File: src/rtl/mem_stage_ctrl.sv
`default_nettype none
// ============================================================================
// Module      : mem_stage_ctrl
// Description : MEM pipeline stage controller. Non-memory ops pass straight
//               through to the WB registers in one cycle. Memory ops stall the
//               upstream stage and issue a single held request on the data
//               memory port. They complete when dmem_ready is seen. An access
//               that runs TIMEOUT_CYC cycles without dmem_ready is abandoned,
//               and a sticky error flag is raised.
// Revision    : 1.0 - initial release
// ----------------------------------------------------------------------------
// Parameters
//   TIMEOUT_CYC        maximum number of ACCESS cycles before the access is
//                      abandoned (values below 1 behave as 1)
// Ports
//   clk                pipeline clock, all state updates on posedge
//   rst_n              asynchronous active-low reset
//   RegWrite_in        EX/MEM register-write enable
//   MemWrite_in        store request (wins over MemRead_in when both set)
//   MemRead_in         load request
//   call_in            call marker, passed through to WB
//   mem_to_reg_in      select load data for writeback
//   reg_rd_in   [3:0]  destination register
//   alu_result_in[15:0] ALU result, also the memory address
//   save_word_data_in[15:0] store data
//   ret_future_in      future ret_wb marker
//   dmem_req           memory request, held until accepted
//   dmem_we            1 = write, 0 = read
//   dmem_addr  [15:0]  memory address
//   dmem_wdata [15:0]  memory write data
//   dmem_rdata [15:0]  memory read data, valid with dmem_ready
//   dmem_ready         access complete this cycle
//   stall_out          upstream holds EX/MEM contents while high
//   RegWrite_wb        registered writeback enable
//   reg_rd_wb  [3:0]   registered writeback destination
//   wb_data    [15:0]  registered writeback data
//   call_wb            registered call marker
//   ret_wb             registered ret marker
//   mem_err            sticky timeout flag, cleared only by reset
// ============================================================================
module mem_stage_ctrl #(
    parameter int unsigned TIMEOUT_CYC = 15
) (
    input  logic        clk,
    input  logic        rst_n,
    // EX/MEM side
    input  logic        RegWrite_in,
    input  logic        MemWrite_in,
    input  logic        MemRead_in,
    input  logic        call_in,
    input  logic        mem_to_reg_in,
    input  logic [3:0]  reg_rd_in,
    input  logic [15:0] alu_result_in,
    input  logic [15:0] save_word_data_in,
    input  logic        ret_future_in,
    // data memory port
    output logic        dmem_req,
    output logic        dmem_we,
    output logic [15:0] dmem_addr,
    output logic [15:0] dmem_wdata,
    input  logic [15:0] dmem_rdata,
    input  logic        dmem_ready,
    // pipeline control
    output logic        stall_out,
    // MEM/WB side
    output logic        RegWrite_wb,
    output logic [3:0]  reg_rd_wb,
    output logic [15:0] wb_data,
    output logic        call_wb,
    output logic        ret_wb,
    output logic        mem_err
);

    // ------------------------------------------------------------------------
    // Constants
    // ------------------------------------------------------------------------
    // A zero timeout has no useful meaning, so it is clamped to one cycle.
    // This keeps the counter at least one bit wide.
    localparam int unsigned c_timeout_eff = (TIMEOUT_CYC < 1) ? 1 : TIMEOUT_CYC;
    localparam int unsigned c_cnt_w       = $clog2(c_timeout_eff + 1);

    localparam logic [c_cnt_w-1:0] c_cnt_max = c_cnt_w'(c_timeout_eff);
    localparam logic [c_cnt_w-1:0] c_cnt_one = c_cnt_w'(1);

    localparam logic [0:0] c_st_idle   = 1'b0;
    localparam logic [0:0] c_st_access = 1'b1;

    // ------------------------------------------------------------------------
    // Declarations
    // ------------------------------------------------------------------------
    logic [0:0]         r_state;
    logic [0:0]         w_next_state;

    // ACCESS-cycle counter. It is 1 in the first ACCESS cycle. It therefore
    // equals the number of ACCESS cycles spent so far, including the current one.
    logic [c_cnt_w-1:0] r_cnt;

    // Controls captured when a memory op is issued. The latched ALU result is
    // not duplicated here: dmem_addr already holds it for the whole access.
    logic               r_lat_regwrite;
    logic               r_lat_mem_to_reg;
    logic               r_lat_call;
    logic               r_lat_ret;
    logic [3:0]         r_lat_rd;

    logic               w_mem_op;
    logic               w_in_access;
    logic               w_cnt_at_limit;
    logic               w_complete;
    logic               w_timeout;

    logic               w_stall;
    logic               w_issue;
    logic               w_wb_pass;
    logic               w_wb_mem;

    // ------------------------------------------------------------------------
    // Shared decode
    // ------------------------------------------------------------------------
    assign w_mem_op       = MemRead_in | MemWrite_in;
    assign w_in_access    = (r_state == c_st_access);
    assign w_cnt_at_limit = (r_cnt == c_cnt_max);

    // Completion takes priority over the timeout. If ready arrives in the last
    // allowed cycle, the access completes normally.
    assign w_complete = w_in_access & dmem_ready;
    assign w_timeout  = w_in_access & ~dmem_ready & w_cnt_at_limit;

    // ------------------------------------------------------------------------
    // FSM: state register
    // ------------------------------------------------------------------------
    always_ff @(posedge clk or negedge rst_n) begin
        if (!rst_n) begin
            r_state <= c_st_idle;
        end else begin
            r_state <= w_next_state;
        end
    end

    // ------------------------------------------------------------------------
    // FSM: next-state logic
    // ------------------------------------------------------------------------
    always_comb begin
        w_next_state = r_state;
        case (r_state)
            c_st_idle: begin
                // dmem_ready is irrelevant here. Only the op type matters.
                if (w_mem_op) begin
                    w_next_state = c_st_access;
                end
            end
            c_st_access: begin
                if (w_complete || w_timeout) begin
                    w_next_state = c_st_idle;
                end
            end
            default: begin
                w_next_state = c_st_idle;
            end
        endcase
    end

    // ------------------------------------------------------------------------
    // FSM: output decode
    // ------------------------------------------------------------------------
    // w_issue   : start a memory access at the next edge
    // w_wb_pass : WB loads the live EX/MEM inputs (non-memory op)
    // w_wb_mem  : WB loads the latched controls (access completes)
    // When none of these is set, WB takes a bubble.
    always_comb begin
        w_stall   = 1'b0;
        w_issue   = 1'b0;
        w_wb_pass = 1'b0;
        w_wb_mem  = 1'b0;
        case (r_state)
            c_st_idle: begin
                if (w_mem_op) begin
                    w_stall = 1'b1;
                    w_issue = 1'b1;
                end else begin
                    w_wb_pass = 1'b1;
                end
            end
            c_st_access: begin
                if (dmem_ready) begin
                    w_wb_mem = 1'b1;
                end else if (!w_cnt_at_limit) begin
                    w_stall = 1'b1;
                end
                // In the timeout cycle the stall is released. The upstream
                // then moves on, and the abandoned op is dropped.
            end
            default: begin
                w_stall = 1'b0;
            end
        endcase
    end

    // Held-in-reset logic must not freeze the upstream pipeline.
    assign stall_out = rst_n & w_stall;

    // ------------------------------------------------------------------------
    // ACCESS cycle counter
    // ------------------------------------------------------------------------
    // The counter leaves ACCESS no later than the cycle in which it equals
    // c_cnt_max, so it can never wrap.
    always_ff @(posedge clk or negedge rst_n) begin
        if (!rst_n) begin
            r_cnt <= '0;
        end else if (w_issue) begin
            r_cnt <= c_cnt_one;
        end else if (w_complete || w_timeout) begin
            r_cnt <= '0;
        end else if (w_in_access) begin
            r_cnt <= r_cnt + c_cnt_one;
        end
    end

    // ------------------------------------------------------------------------
    // Memory request registers
    // ------------------------------------------------------------------------
    // These registers are loaded once at issue and held for the whole access.
    // They return to zero when the access ends.
    always_ff @(posedge clk or negedge rst_n) begin
        if (!rst_n) begin
            dmem_req   <= 1'b0;
            dmem_we    <= 1'b0;
            dmem_addr  <= '0;
            dmem_wdata <= '0;
        end else if (w_issue) begin
            dmem_req   <= 1'b1;
            // A simultaneous read+write request is treated as a write.
            dmem_we    <= MemWrite_in;
            dmem_addr  <= alu_result_in;
            dmem_wdata <= save_word_data_in;
        end else if (w_complete || w_timeout) begin
            dmem_req   <= 1'b0;
            dmem_we    <= 1'b0;
            dmem_addr  <= '0;
            dmem_wdata <= '0;
        end
    end

    // ------------------------------------------------------------------------
    // Latched writeback controls for the in-flight memory op
    // ------------------------------------------------------------------------
    always_ff @(posedge clk or negedge rst_n) begin
        if (!rst_n) begin
            r_lat_regwrite   <= 1'b0;
            r_lat_mem_to_reg <= 1'b0;
            r_lat_call       <= 1'b0;
            r_lat_ret        <= 1'b0;
            r_lat_rd         <= '0;
        end else if (w_issue) begin
            r_lat_regwrite   <= RegWrite_in;
            r_lat_mem_to_reg <= mem_to_reg_in;
            r_lat_call       <= call_in;
            r_lat_ret        <= ret_future_in;
            r_lat_rd         <= reg_rd_in;
        end
    end

    // ------------------------------------------------------------------------
    // MEM/WB registers
    // ------------------------------------------------------------------------
    // A bubble clears only the qualifying controls. reg_rd_wb and wb_data keep
    // their last values, which are meaningless while RegWrite_wb is low.
    always_ff @(posedge clk or negedge rst_n) begin
        if (!rst_n) begin
            RegWrite_wb <= 1'b0;
            reg_rd_wb   <= '0;
            wb_data     <= '0;
            call_wb     <= 1'b0;
            ret_wb      <= 1'b0;
        end else if (w_wb_pass) begin
            RegWrite_wb <= RegWrite_in;
            reg_rd_wb   <= reg_rd_in;
            wb_data     <= alu_result_in;
            call_wb     <= call_in;
            ret_wb      <= ret_future_in;
        end else if (w_wb_mem) begin
            RegWrite_wb <= r_lat_regwrite;
            reg_rd_wb   <= r_lat_rd;
            wb_data     <= r_lat_mem_to_reg ? dmem_rdata : dmem_addr;
            call_wb     <= r_lat_call;
            ret_wb      <= r_lat_ret;
        end else begin
            RegWrite_wb <= 1'b0;
            call_wb     <= 1'b0;
            ret_wb      <= 1'b0;
        end
    end

    // ------------------------------------------------------------------------
    // Sticky timeout flag
    // ------------------------------------------------------------------------
    always_ff @(posedge clk or negedge rst_n) begin
        if (!rst_n) begin
            mem_err <= 1'b0;
        end else if (w_timeout) begin
            mem_err <= 1'b1;
        end
    end

endmodule
`default_nettype wire
File: config.mk
export PLATFORM = sky130hd
export DESIGN_NAME = mem_stage_ctrl
export DESIGN_NICKNAME = d
export VERILOG_FILES = /design/src/rtl/mem_stage_ctrl.sv
export SDC_FILE = /design/constraint.sdc
export NUM_CORES = 1
export LEC_CHECK = 0
export CORE_UTILIZATION = 48
export CTS_CLUSTER_SIZE = 30
export DETAILED_ROUTE_END_ITERATION = 10
export GPL_ROUTABILITY_DRIVEN = 0
export GPL_TIMING_DRIVEN = 0
export PLACE_DENSITY = 0.85
export SYNTH_ARGS = -nofsm -noshare
export SYNTH_HDL_FRONTEND = slang
export SYNTH_SLANG_ARGS = --single-unit
File: constraint.sdc
create_clock -name clk -period 3.6 [get_ports clk]
set_input_delay 0.36 -clock clk [delete_from_list [all_inputs] [get_ports clk]]
set_output_delay 0.36 -clock clk [all_outputs]
set_load 0.05 [all_outputs]
==> results.txt, run 1 <==
* Wirelength per Cell: between 15 and 20 um
* Switching portion of total power: 43.7%
* Max FO, Critical Path: 10
- List of cells traversed by the critical path: clkdlybuf4s50_1 -> o21ba_2 -> buf_4 -> buf_4 -> o21a_1 -> clkdlybuf4s50_1
* Total clock buffers created by CTS: 9
- The count of pins over their slew limit was 0.
- Detail Placement HPWL: 6040 um
* Area leader, netlist: sky130_fd_sc_hd__dfrtp_1
* Data arrival, critical path: about 2.4 ns
* Layout cell share with drive strength beyond 1: 8.70%
- Tcrit/Tclk final: 76.0%
- Number of instances in the synthesized netlist: 348
- Summing over every cut layer, the via total after detailed routing is 2,953.
- RSZ-0062 raised after global routing: no
* Synthesis-to-layout area growth: 47.8%
* Buffer count from post-CTS setup fixing: 0
- Clock-pin slew was measured on the worst setup and hold paths at 0.07 ns.
* Reg power frac: 31.5%
- Via count of the first global-routing pass: 3,057
- The initial antenna violation count was 0.
- Between clock sinks in the finished design, the worst skew comes to 0.00955 ns.
- Summed over all nets, the switching power comes to roughly 0.0017 W.
* Outcome: finished, final reports clean
- Sequential cells were found to cover 55.8% of the synthesized design area.
* Mapped Area: 3180 um2
- Measured along the y axis, the die boundary spans 83.4 um.
- The smallest clock period supported by the final layout is computed as 2.74 ns.
- The synthesized design contains slightly above 70 register bits.
- Clock network fraction of design power: 19.9%
- STA classifies the critical path endpoint as an output pin.
* Number of fill cells: around 470
- Count of different cell masters after synthesis: 33
- STA classifies the critical path startpoint as an input port.
- # DRC: 0
- The largest registers in the layout are dmem_addr: 16 flops, dmem_wdata: 16 flops, wb_data: 16 flops.
- After the first detailed-routing iteration, the DRC count stood at 136.
- Commonest cells after routing, fill and taps aside: 118 x sky130_fd_sc_hd__clkdlybuf4s50_1, 115 x sky130_fd_sc_hd__nand2_1, 71 x sky130_fd_sc_hd__dfrtp_1
- After layout, the design draws a total of 0.00379 W.
- Overall routed net length: 8710 um
- The H-tree was split into 3 levels.
- The total count of hold-check failures in the final report came to 0.
- For this run, the detailed router's first-pass iteration total came to 4.
- In this run the remaining antenna-violating nets after routing total 0.
* Maximum vdd drop: 0.000552 V
* Relative slew slack: approximately 41%
- Largest net degree at the start of global routing: 73
- Clock insertion delay at the later pin of the skew report: 0.34 ns
- Leaving out fill and tap cells, the most frequent cell in the layout is sky130_fd_sc_hd__clkdlybuf4s50_1.
- Max Clock Freq: 366 MHz
- Core Area: 6390 um2
- In this run the static leakage power is ~2.0 nW.
* Crit-path max cell delay: a little under 0.8 ns
- Number of buffers inserted by hold repair at cts: 0
* Per-instance average area after synthesis: slightly above 9 um2
- The first global-routing pass estimated 14,400 um of wire.
- In this run the worst hold path is classified as input port to asynchronous set/reset pin.
- CTS sink cnt: 71
- In this run, post-CTS repair resized a total of 0 instances.
- Counting both buffers and inverters, the worst setup path holds a total of 4.
- In this run the deepest clock path goes through 2 buffers.
- CTS tree: built
* Share of total power in combinational logic: 48.5%
* Total congestion overflow: 0
- Setup violations remaining at the end of the flow were counted as 0.
- Sorting the synthesized cells by area gives the leading types as sky130_fd_sc_hd__dfrtp_1 56%, sky130_fd_sc_hd__nand2_1 14%, sky130_fd_sc_hd__a21oi_1 5.3%.
- Total of warnings raised by yosys: 0
* Number of placed I/O pins: 120
- In this run the horizontal extent of the chip is around 83 um.
- Count of nets after finishing: between 500 and 600
- Cell type group with the largest total delay on the critical path: buffers and inverters
- The slowest stage of the critical path belongs to the cell sky130_fd_sc_hd__clkdlybuf4s50_1.
- For this configuration, the core starts out at a cell density of 49.8%.
- Cell internal power was estimated by the tool at 0.00213 W.
- Port buffering added 119 buffers.
- The synthesized design devotes to its leading area cell type 55.8% of total area.
* Ratio of routed vias to standard cells: 5.27
* Path type of the worst setup path: input port to output pin
- Setup Total Neg Slack: 0 ns
* Total instance count after detailed placement: approximately 540
- 0 antenna diodes ended up in the layout.
- Worst EP required: 3.24 ns
- The number of nets handed over by synthesis was 410.
- For this design the ratio of total power to cell area is 806 nW/um2.
- Row count: 29
* Finished Layout Cells: between 500 and 600
- Die footprint: 6960 um2
- Actual transition at the worst max-transition pin: 0.881 ns
- The tree is rooted in a sky130_fd_sc_hd__clkbuf_8.
* Count of maximum capacitance violations: 0
* Overall routing resource usage: between 20% and 30%
-- synthesized netlist by cell type --
master                      count
sky130_fd_sc_hd__or2_2          1
sky130_fd_sc_hd__buf_6          5
sky130_fd_sc_hd__or3_1          1
sky130_fd_sc_hd__ha_1           1
sky130_fd_sc_hd__dfrtp_1       71
sky130_fd_sc_hd__o21ai_1       12
sky130_fd_sc_hd__o21bai_1       1
sky130_fd_sc_hd__a22o_1         4
sky130_fd_sc_hd__buf_4          3
sky130_fd_sc_hd__a32oi_1        1
sky130_fd_sc_hd__nor2_1         7
sky130_fd_sc_hd__a21boi_2       1
sky130_fd_sc_hd__nand3_1        1
sky130_fd_sc_hd__nor3b_1        1
sky130_fd_sc_hd__clkbuf_2       1
sky130_fd_sc_hd__and2_1         2
sky130_fd_sc_hd__o21a_1         1
sky130_fd_sc_hd__a31oi_1        4
sky130_fd_sc_hd__a21oi_1       34
sky130_fd_sc_hd__inv_1          3
sky130_fd_sc_hd__buf_2         13
sky130_fd_sc_hd__nor2b_1       16
sky130_fd_sc_hd__o21ai_0       22
sky130_fd_sc_hd__nand2_1      115
sky130_fd_sc_hd__a211oi_1      17
sky130_fd_sc_hd__o211ai_1       1
sky130_fd_sc_hd__nor3_2         1
sky130_fd_sc_hd__o21ba_2        1
sky130_fd_sc_hd__a41o_1         1
sky130_fd_sc_hd__clkbuf_1       3
sky130_fd_sc_hd__and3b_1        1
sky130_fd_sc_hd__and2b_1        1
sky130_fd_sc_hd__o2bb2ai_1      1
-- through the flow --
step | setup WS (ns) | utilization, % | hold slack, ns | cell area, um2
6_report | 0.864 | 73.6 | 0.136 | 4700
4_1_cts | 0.863 | 73.6 | 0.180 | 4700
3_3_place_gp | -1.03 | 70.0 | 0.458 | 4470
2_1_floorplan | 1.82 | - | 0.0644 | 3180
3_5_place_dp | 0.866 | 69.9 | 0.462 | 4470
5_1_grt | 0.781 | 73.6 | 0.213 | 4700
-- final cells by class --
type                    count  area, um2  area share [%]
clock buffers              10        128            2.71
plain buffers              25        160            3.41
clock inverters             6        109            2.31
multi-input cells         249       1230            26.2
flip-flops and latches     71       1780            37.8
inverters                   3       11.3           0.239
repair buffers            119       1190            25.3
well taps                  77       96.3            2.05
-- power by group through the flow --
stage / logic [W] / registers [W] / clock network (W)
after floorplan: 0.000466 / 0.00191 / 0
after global placement: 0.00181 / 0.00120 / 0
after detailed placement: 0.00184 / 0.00121 / 0
after CTS: 0.00184 / 0.00119 / 0.000765
after global routing: 0.00195 / 0.00123 / 0.000798
final: 0.00184 / 0.00120 / 0.000755
-- cells by family after synthesis --
kind of cell	count (synthesis)	synth area share (%)
adder cells (fa/ha/maj)	1	0.393
buffers and inverters	28	5.39
AO/OA/AOI/OAI	101	18.8
AND/OR/NAND/NOR	147	19.5
flip-flops	71	55.8
-- per-layer routing --
metal  wire length [um]  global-route usage [%]
met1               3720                    33.4
met5                  0                       0
met4                240                    11.2
met3                835                    9.05
met2               3910                    40.5
-- worst paths after layout --
kind | start | to | slack (ns) | depth (start not counted)
setup / recovery | MemWrite_in | stall_out | 0.86 | 6
max in group asynchronous | rst_n | r_cnt[2] | 2.89 | 1
hold reg to reg | r_lat_rd[3] | r_lat_rd[3] | 0.48 | 2
min in group clk | r_lat_rd[3] | r_lat_rd[3] | 0.48 | 2
setup reg to reg | r_cnt[0] | dmem_addr[9] | 1.90 | 5
hold / removal | rst_n | wb_data[10] | 0.14 | 1
No activity file was read; power rests on OpenSTA's default activity.
==> inputs of run 2 (changes only) <==
--- a/config.mk
+++ b/config.mk
@@ -5,12 +5,12 @@
 export SDC_FILE = /design/constraint.sdc
 export NUM_CORES = 1
 export LEC_CHECK = 0
-export CORE_UTILIZATION = 48
+export CORE_UTILIZATION = 44
 export CTS_CLUSTER_SIZE = 30
 export DETAILED_ROUTE_END_ITERATION = 10
 export GPL_ROUTABILITY_DRIVEN = 0
 export GPL_TIMING_DRIVEN = 0
-export PLACE_DENSITY = 0.85
+export PLACE_DENSITY = 0.79
 export SYNTH_ARGS = -nofsm -noshare
 export SYNTH_HDL_FRONTEND = slang
 export SYNTH_SLANG_ARGS = --single-unit
==> constraint.sdc (replaced) <==
create_clock -name clk -period 2.7 [get_ports clk]
set_input_delay 0.27 -clock clk [delete_from_list [all_inputs] [get_ports clk]]
set_output_delay 0.27 -clock clk [all_outputs]
set_load 0.05 [all_outputs]
==> run 2 against run 1 <==
Compared with the run above:
- worst setup slack worse by 0.43 ns
- combinational power up 34%
- non-clock buffer count up 2
- utilization down 5.0 points
- clock skew up 0.0037 ns
- register-to-register slack worse by 0.92 ns
- largest cell class unchanged
- largest power group unchanged
==> results.txt, run 2 (synthesis gave the netlist of run 1 again) <==
- Net switching power: 0.00223 W (+35%)
- Final critical delay including setup and external delays: 2.27 ns
- The number of global-route vias before repair was 3,056 (-0.033%).
- The number of nets in the finished design is 542 (+0.37%).
- CTS H-tree depth: 3 (unchanged)
- Detail Placement HPWL: 6270 um (+3.9%)
- Ratio of routed vias to standard cells: 5.26 (-0.24%)
- The switching part of the total power came to 44.8% (+1.1 points).
- Area of all placed cells without fillers: 4740 um2 (+0.80%)
* Overall routing resource usage: 25.7% (-0.44 points)
- Share of total power in combinational logic: 49.4% (+0.9 points)
- Max FO, Critical Path: 10 (unchanged)
* Path type of the worst setup path: flip-flop to output pin
- Most common cell after layout, fill and taps aside: sky130_fd_sc_hd__clkdlybuf4s50_1
- The setup slack of the most critical reg-to-reg path is 0.98 ns (-0.92 ns).
- RSZ-0062 raised after global routing: no
- The share of power burned in the clock network was 18.5% (-1.4 points).
* Wirelength per Cell: 15.5 um (about the same)
- Worst EP required: 2.43 ns (-0.81 ns)
* Max Clock Freq: 441 MHz
- The transition time at the pin with the least slew margin is 0.556 ns (-0.325 ns).
- The clock latency of the later-clocked register in the worst-skew pair came to 0.35 ns (about the same).
* Registers with the highest flip-flop counts: dmem_addr: 16 flops, dmem_wdata: 16 flops, wb_data: 16 flops
- The number of cell rows was 30 (+3.4%).
- The number of port buffers was 119 (unchanged).
* Synthesis-to-layout area growth: 49.0%
- Via count of the routed design: 3,051 (+3.3%)
* Setup Total Neg Slack: 0 ns (unchanged)
- # DRC: 0 (unchanged)
- Data arrival, critical path: 2.00 ns (-0.38 ns)
- The sequential group share of total power is 32.1% (+0.6 points).
- The horizontal die dimension was 87.0 um (+4.3%).
* Internal power consumption: 0.00275 W (+29%)
* Largest net degree at the start of global routing: 72 (-1.4%)
- The fraction of layout instances using a drive strength above 1 is 8.88% (+0.19 points).
* Antenna violation net count after detailed routing: 0 (unchanged)
- The tree is rooted in a sky130_fd_sc_hd__clkbuf_8.
- Ratio of total power to cell area: 1050 nW/um2 (+30%)
* Antenna violations before repair: 0 (unchanged)
* Detailed-router iteration count before antenna repair: 7 (+3)
- The endpoint identified for the worst register-to-register timing path is dmem_req.
- Worst Setup Start Kind: flip-flop
- Core Area: 6910 um2 (+8.2%)
- The leftover overflow at the end of global routing was 0 (unchanged).
- The die area is 7580 um2 (+8.9%).
* Inserted Diodes: 0 (unchanged)
- Setup Skew: 0.0132 ns (+0.00369 ns)
- The TritonCTS sink count was 71 (unchanged).
- Clock-pin slew on the worst setup and hold paths: 0.08 ns (about the same)
- The max capacitance violation total was 0 (unchanged).
* Count of routing violations after the opening detailed-route iteration: 201 (+48%)
- The count of pins over their slew limit was 0 (unchanged).
- The relative slew slack was 62.8% (+22 points).
- The instance area after placement is 4520 um2 (+1.1%).
- CP endpoint kind: output pin
* Total clock buffers created by CTS: 9 (unchanged)
- Number of hold violations in the final report: 0 (unchanged)
- The run finished with clean final reports.
* Worst hold path class: input port to asynchronous set/reset pin
- The setup violation total in the final timing report is 0 (unchanged).
- The final critical path takes up a little over four fifths of the cycle.
- The reported leakage power was 2.06 nW (+0.75%).
- Die boundary height: 87.0 um (+4.3%)
- The depth of the worst register-to-register path came to 5 (unchanged).
- Commonest cells after routing, fill and taps aside: 117 x sky130_fd_sc_hd__clkdlybuf4s50_1, 115 x sky130_fd_sc_hd__nand2_1, 71 x sky130_fd_sc_hd__dfrtp_1
- Overall routed net length: 9020 um (+3.5%)
- The effective utilization at floorplan came to 46.1% (-3.8 points).
* Global-route wire length before repair: 14,800 um (+3.0%)
- Maximum vdd drop: 0.000580 V (+5.0%)
* CTS max path bufs: 2 (unchanged)
- The number of primary I/O pins came to 120 (unchanged).
- CTS tree: built
- The startpoint identified for the worst register-to-register timing path is r_cnt[0].
run 2: worst max-delay path by stage:
stage	startpoint	to	slack, ns	cells after the start
after floorplan	r_state	stall_out	1.01	5
final	r_state	stall_out	0.43	6
after global placement	rst_n	stall_out	-1.82	3
after CTS	r_state	stall_out	0.02	6
after global routing	r_state	stall_out	0.34	6
after detailed placement	MemWrite_in	stall_out	0.13	6
run 2: critical path, stage by stage, from the launching register on:
cell and delay, ns:
sky130_fd_sc_hd__dfrtp_1 0.37, sky130_fd_sc_hd__buf_4 0.17, sky130_fd_sc_hd__o21ba_2 0.23, sky130_fd_sc_hd__buf_4 0.16, sky130_fd_sc_hd__buf_4 0.19, sky130_fd_sc_hd__o21a_1 0.13, sky130_fd_sc_hd__dlymetal6s2s_1 0.41
run 2: cell type report:
cell class | count | area (um2)
fillers | 586 | 2170
flip-flops and latches | 71 | 1780
multi-input cells | 249 | 1230
repair buffers | 121 | 1230
plain buffers | 25 | 160
clock buffers | 9 | 124
well taps | 96 | 120
clock inverters | 6 | 86.3
inverters | 3 | 11.3
run 2: routing by layer:
layer / wire length (um) / share of wire, % / global-route usage, %
met3: 798 / 8.8 / 7.11
met4: 115 / 1.3 / 10.0
met2: 4310 / 48 / 40.9
met5: 0 / 0 / 0
met1: 3790 / 42 / 33.3
run 2: power by group through the flow:
stage	clock [W]	sequential (W)	combinational, W
after CTS	0.000930	0.00160	0.00247
after floorplan	0	0.00255	0.000621
after detailed placement	0	0.00161	0.00246
after global placement	0	0.00160	0.00242
final	0.000920	0.00160	0.00246
after global routing	0.000972	0.00164	0.00262
run 2: through the flow:
stage	power (W)	worst slack, ns	instances	hold WS, ns	util, %
2_1_floorplan	0.00317	1.01	348	-0.0256	-
3_3_place_gp	0.00402	-1.82	563	0.457	65.1
3_5_place_dp	0.00407	0.126	564	0.0703	65.4
4_1_cts	0.00500	0.0178	580	0.234	68.6
5_1_grt	0.00522	0.341	580	0.251	68.6
6_report	0.00498	0.432	580	0.249	68.6
run 2: repair_timing:
action / 4_1_cts / 5_1_grt
resized for setup: 0 / 1
hold buffers: 1 / 0
buffers inserted: 0 / 0
endpoints found under the setup margin: 0 / 1
endpoints found under the hold margin: 71 / 0
==> inputs of run 3 (changes only) <==
--- a/config.mk
+++ b/config.mk
@@ -5,12 +5,12 @@
 export SDC_FILE = /design/constraint.sdc
 export NUM_CORES = 1
 export LEC_CHECK = 0
-export CORE_UTILIZATION = 44
+export CORE_UTILIZATION = 40
 export CTS_CLUSTER_SIZE = 30
 export DETAILED_ROUTE_END_ITERATION = 10
 export GPL_ROUTABILITY_DRIVEN = 0
 export GPL_TIMING_DRIVEN = 0
-export PLACE_DENSITY = 0.79
+export PLACE_DENSITY = 0.76
 export SYNTH_ARGS = -nofsm -noshare
 export SYNTH_HDL_FRONTEND = slang
 export SYNTH_SLANG_ARGS = --single-unit
==> constraint.sdc (replaced) <==
create_clock -name clk -period 2.08 [get_ports clk]
set_input_delay 0.208 -clock clk [delete_from_list [all_inputs] [get_ports clk]]
set_output_delay 0.208 -clock clk [all_outputs]
set_load 0.05 [all_outputs]
==> run 3 against run 2 <==
Compared with the run above:
- worst setup slack worse by 0.36 ns
- cell count rose by 1.0%
- clock-buffer cell count grew 2
- critical endpoint unchanged
- utilization shrank 7.8 points
- combinational power increased by 29%
- global-route usage decreased by 3.0 points
- largest cell class unchanged
==> results.txt, run 3 (synthesis gave the netlist of run 1 again) <==
* Outcome: finished, final reports clean
- The maximum buffer depth of the clock tree is 2 (unchanged).
- Based on the critical path, the design can be clocked at up to 498 MHz.
- The effective utilization at floorplan came to 41.2% (-4.9 points).
- Inserted Diodes: 0 (unchanged)
- The count of pins over their slew limit is 0 (unchanged).
- Layout cell share with drive strength beyond 1: 9.09% (+0.21 points)
* Antenna violation net count after detailed routing: 0 (unchanged)
- Commonest cells after routing, fill and taps aside: 117 x sky130_fd_sc_hd__clkdlybuf4s50_1, 115 x sky130_fd_sc_hd__nand2_1, 71 x sky130_fd_sc_hd__dfrtp_1
- The worst path uses 96.5% of the clock period.
- The first-pass iteration count of the detailed router is 6 (-1).
- The post-route core utilization came to 60.9% (-7.8 points).
- The cell area power density is 1320 nW/um2 (+26%).
- Clk Tree Root Cell: sky130_fd_sc_hd__clkbuf_8
- Final worst slack: 0.0734 ns (-0.359 ns)
* Antenna violations before repair: 0 (unchanged)
* Die footprint: 8320 um2 (+9.8%)
- Buffer count from post-CTS setup fixing: 0 (unchanged)
* Number of endpoints failing setup at the final stage: 0 (unchanged)
- Synthesis-to-layout area growth: 47.8%
* Row count: 32 (+6.7%)
* Setup Skew: 0.0131 ns (-0.000144 ns)
* Total congestion overflow: 0 (unchanged)
- The relative slew slack came to 63.3% (+0.50 points).
- Horizontal die dimension: 91.2 um (+4.8%)
- The library cell used most frequently in the layout, excluding fill and tap cells, is sky130_fd_sc_hd__clkdlybuf4s50_1.
* Core Area: 7730 um2 (+12%)
- RSZ-0062 raised after global routing: no
- The routed via count was 2,963 (-2.9%).
- The average wire per standard cell came to 15.2 um (-2.5%).
* Worst Setup Start Kind: flip-flop
- Ratio of routed vias to standard cells: 5.06 (-3.9%)
- Maximum vdd drop: 0.000692 V (+19%)
- CTS tree: built
* Largest net degree at the start of global routing: 48 (-33%)
- Worst hold path class: input port to asynchronous set/reset pin
- Number of placed I/O pins: 120 (unchanged)
- The detailed placement HPWL came to 6350 um (+1.2%).
* Leak Pwr: 2.02 nW (-1.6%)
- Number of hold violations in the final report: 0 (unchanged)
- Max FO, Critical Path: 10 (unchanged)
* Count of routing violations after the opening detailed-route iteration: 222 (+10%)
- The TritonCTS sink count came to 71 (unchanged).
- Registers with the highest flip-flop counts: dmem_addr: 16 flops, dmem_wdata: 16 flops, wb_data: 16 flops
- Overall routed net length: 8880 um (-1.5%)
* Setup Total Neg Slack: 0 ns (unchanged)
* Path type of the worst setup path: flip-flop to output pin
- The transition time at the pin with the least slew margin came to 0.549 ns (-0.00749 ns).
- Worst EP required: 1.87 ns (-0.56 ns)
- Total instance count after detailed placement: 570 (+1.1%)
* Finished Layout Cells: 586 (+1.0%)
- Via count of the first global-routing pass: 2,996 (-2.0%)
* Clock-pin slew on the worst setup and hold paths: 0.08 ns (about the same)
* Clock insertion delay at the later pin of the skew report: 0.35 ns (about the same)
- # DRC: 0 (unchanged)
* Count of maximum capacitance violations: 0 (unchanged)
- The height of the die was 91.2 um (+4.8%).
* Count of nets after finishing: 542 (unchanged)
- The arrival time of data at the critical path endpoint was 1.80 ns (-0.20 ns).
- The number of port buffers came to 119 (unchanged).
- CP endpoint kind: output pin
- Setup slack of the worst register-to-register path: 0.43 ns (-0.55 ns)
- The clock period could shrink to 2.01 ns.
- The worst slack after detailed placement is -0.359 ns (-0.485 ns).
- Global-route wire length before repair: 14,600 um (-1.5%)
- Total clock buffers created by CTS: 9 (unchanged)
- The final worst hold slack was 0.274 ns (+0.0246 ns).
- Overall routing resource usage: 22.7% (-3.0 points)
* CTS H-tree depth: 3 (unchanged)
run 3: layout make-up:
cell class / count / area (um2)
plain buffers: 25 / 160
clock buffers: 11 / 141
clock inverters: 4 / 22.5
fillers: 668 / 3020
inverters: 3 / 11.3
multi-input cells: 249 / 1240
flip-flops and latches: 71 / 1780
well taps: 102 / 128
repair buffers: 121 / 1230
run 3: critical path, stage by stage (launching register included):
cell and delay, ns:
sky130_fd_sc_hd__dfrtp_1 0.37, sky130_fd_sc_hd__buf_4 0.17, sky130_fd_sc_hd__o21ba_2 0.23, sky130_fd_sc_hd__buf_4 0.15, sky130_fd_sc_hd__buf_4 0.19, sky130_fd_sc_hd__o21a_1 0.13, sky130_fd_sc_hd__clkbuf_4 0.22
run 3: path summary, 6_finish.rpt:
path	from	end	depth (start not counted)
max in group asynchronous	rst_n	r_state	3
min in group clk	save_word_data_in[14]	dmem_wdata[14]	3
max	r_state	stall_out	6
max reg2reg	r_cnt[0]	dmem_addr[6]	5
min reg2reg	r_lat_rd[2]	r_lat_rd[2]	2
min	rst_n	dmem_wdata[14]	2
run 3: what timing repair did:
action | in CTS | in global routing
pin swaps | 0 | 0
hold buffers | 1 | 0
endpoints found under the hold margin | 25 | 0
endpoints found under the setup margin | 1 | 1
gates resized for setup | 5 | 3
run 3: metrics by stage:
| stage | total power (W) | cell area, um2 |
|---|---|---|
| after CTS | 0.00624 | 4690 |
| after global placement | 0.00522 | 4500 |
| after global routing | 0.00652 | 4700 |
| final | 0.00620 | 4700 |
| after detailed placement | 0.00528 | 4530 |
| after floorplan | 0.00411 | 3180 |
run 3: layer usage:
layer	wire length (um)	vias to the layer above	share of wire (%)	global-route usage, %
met1	3670	1401	41	27.5
met2	4280	125	48	37.3
li1	-	1427	-	-
met5	0	-	0	0
met3	826	10	9.3	9.46
met4	110	0	1.2	5.69
run 3: where the power goes:
group / switching [W] / leakage, nW / internal [W] / total [W]
registers: 0.000266 / 0.895 / 0.00181 / 0.00207
logic: 0.00208 / 1.04 / 0.00110 / 0.00318
clock network: 0.000502 / 0.0850 / 0.000453 / 0.000955
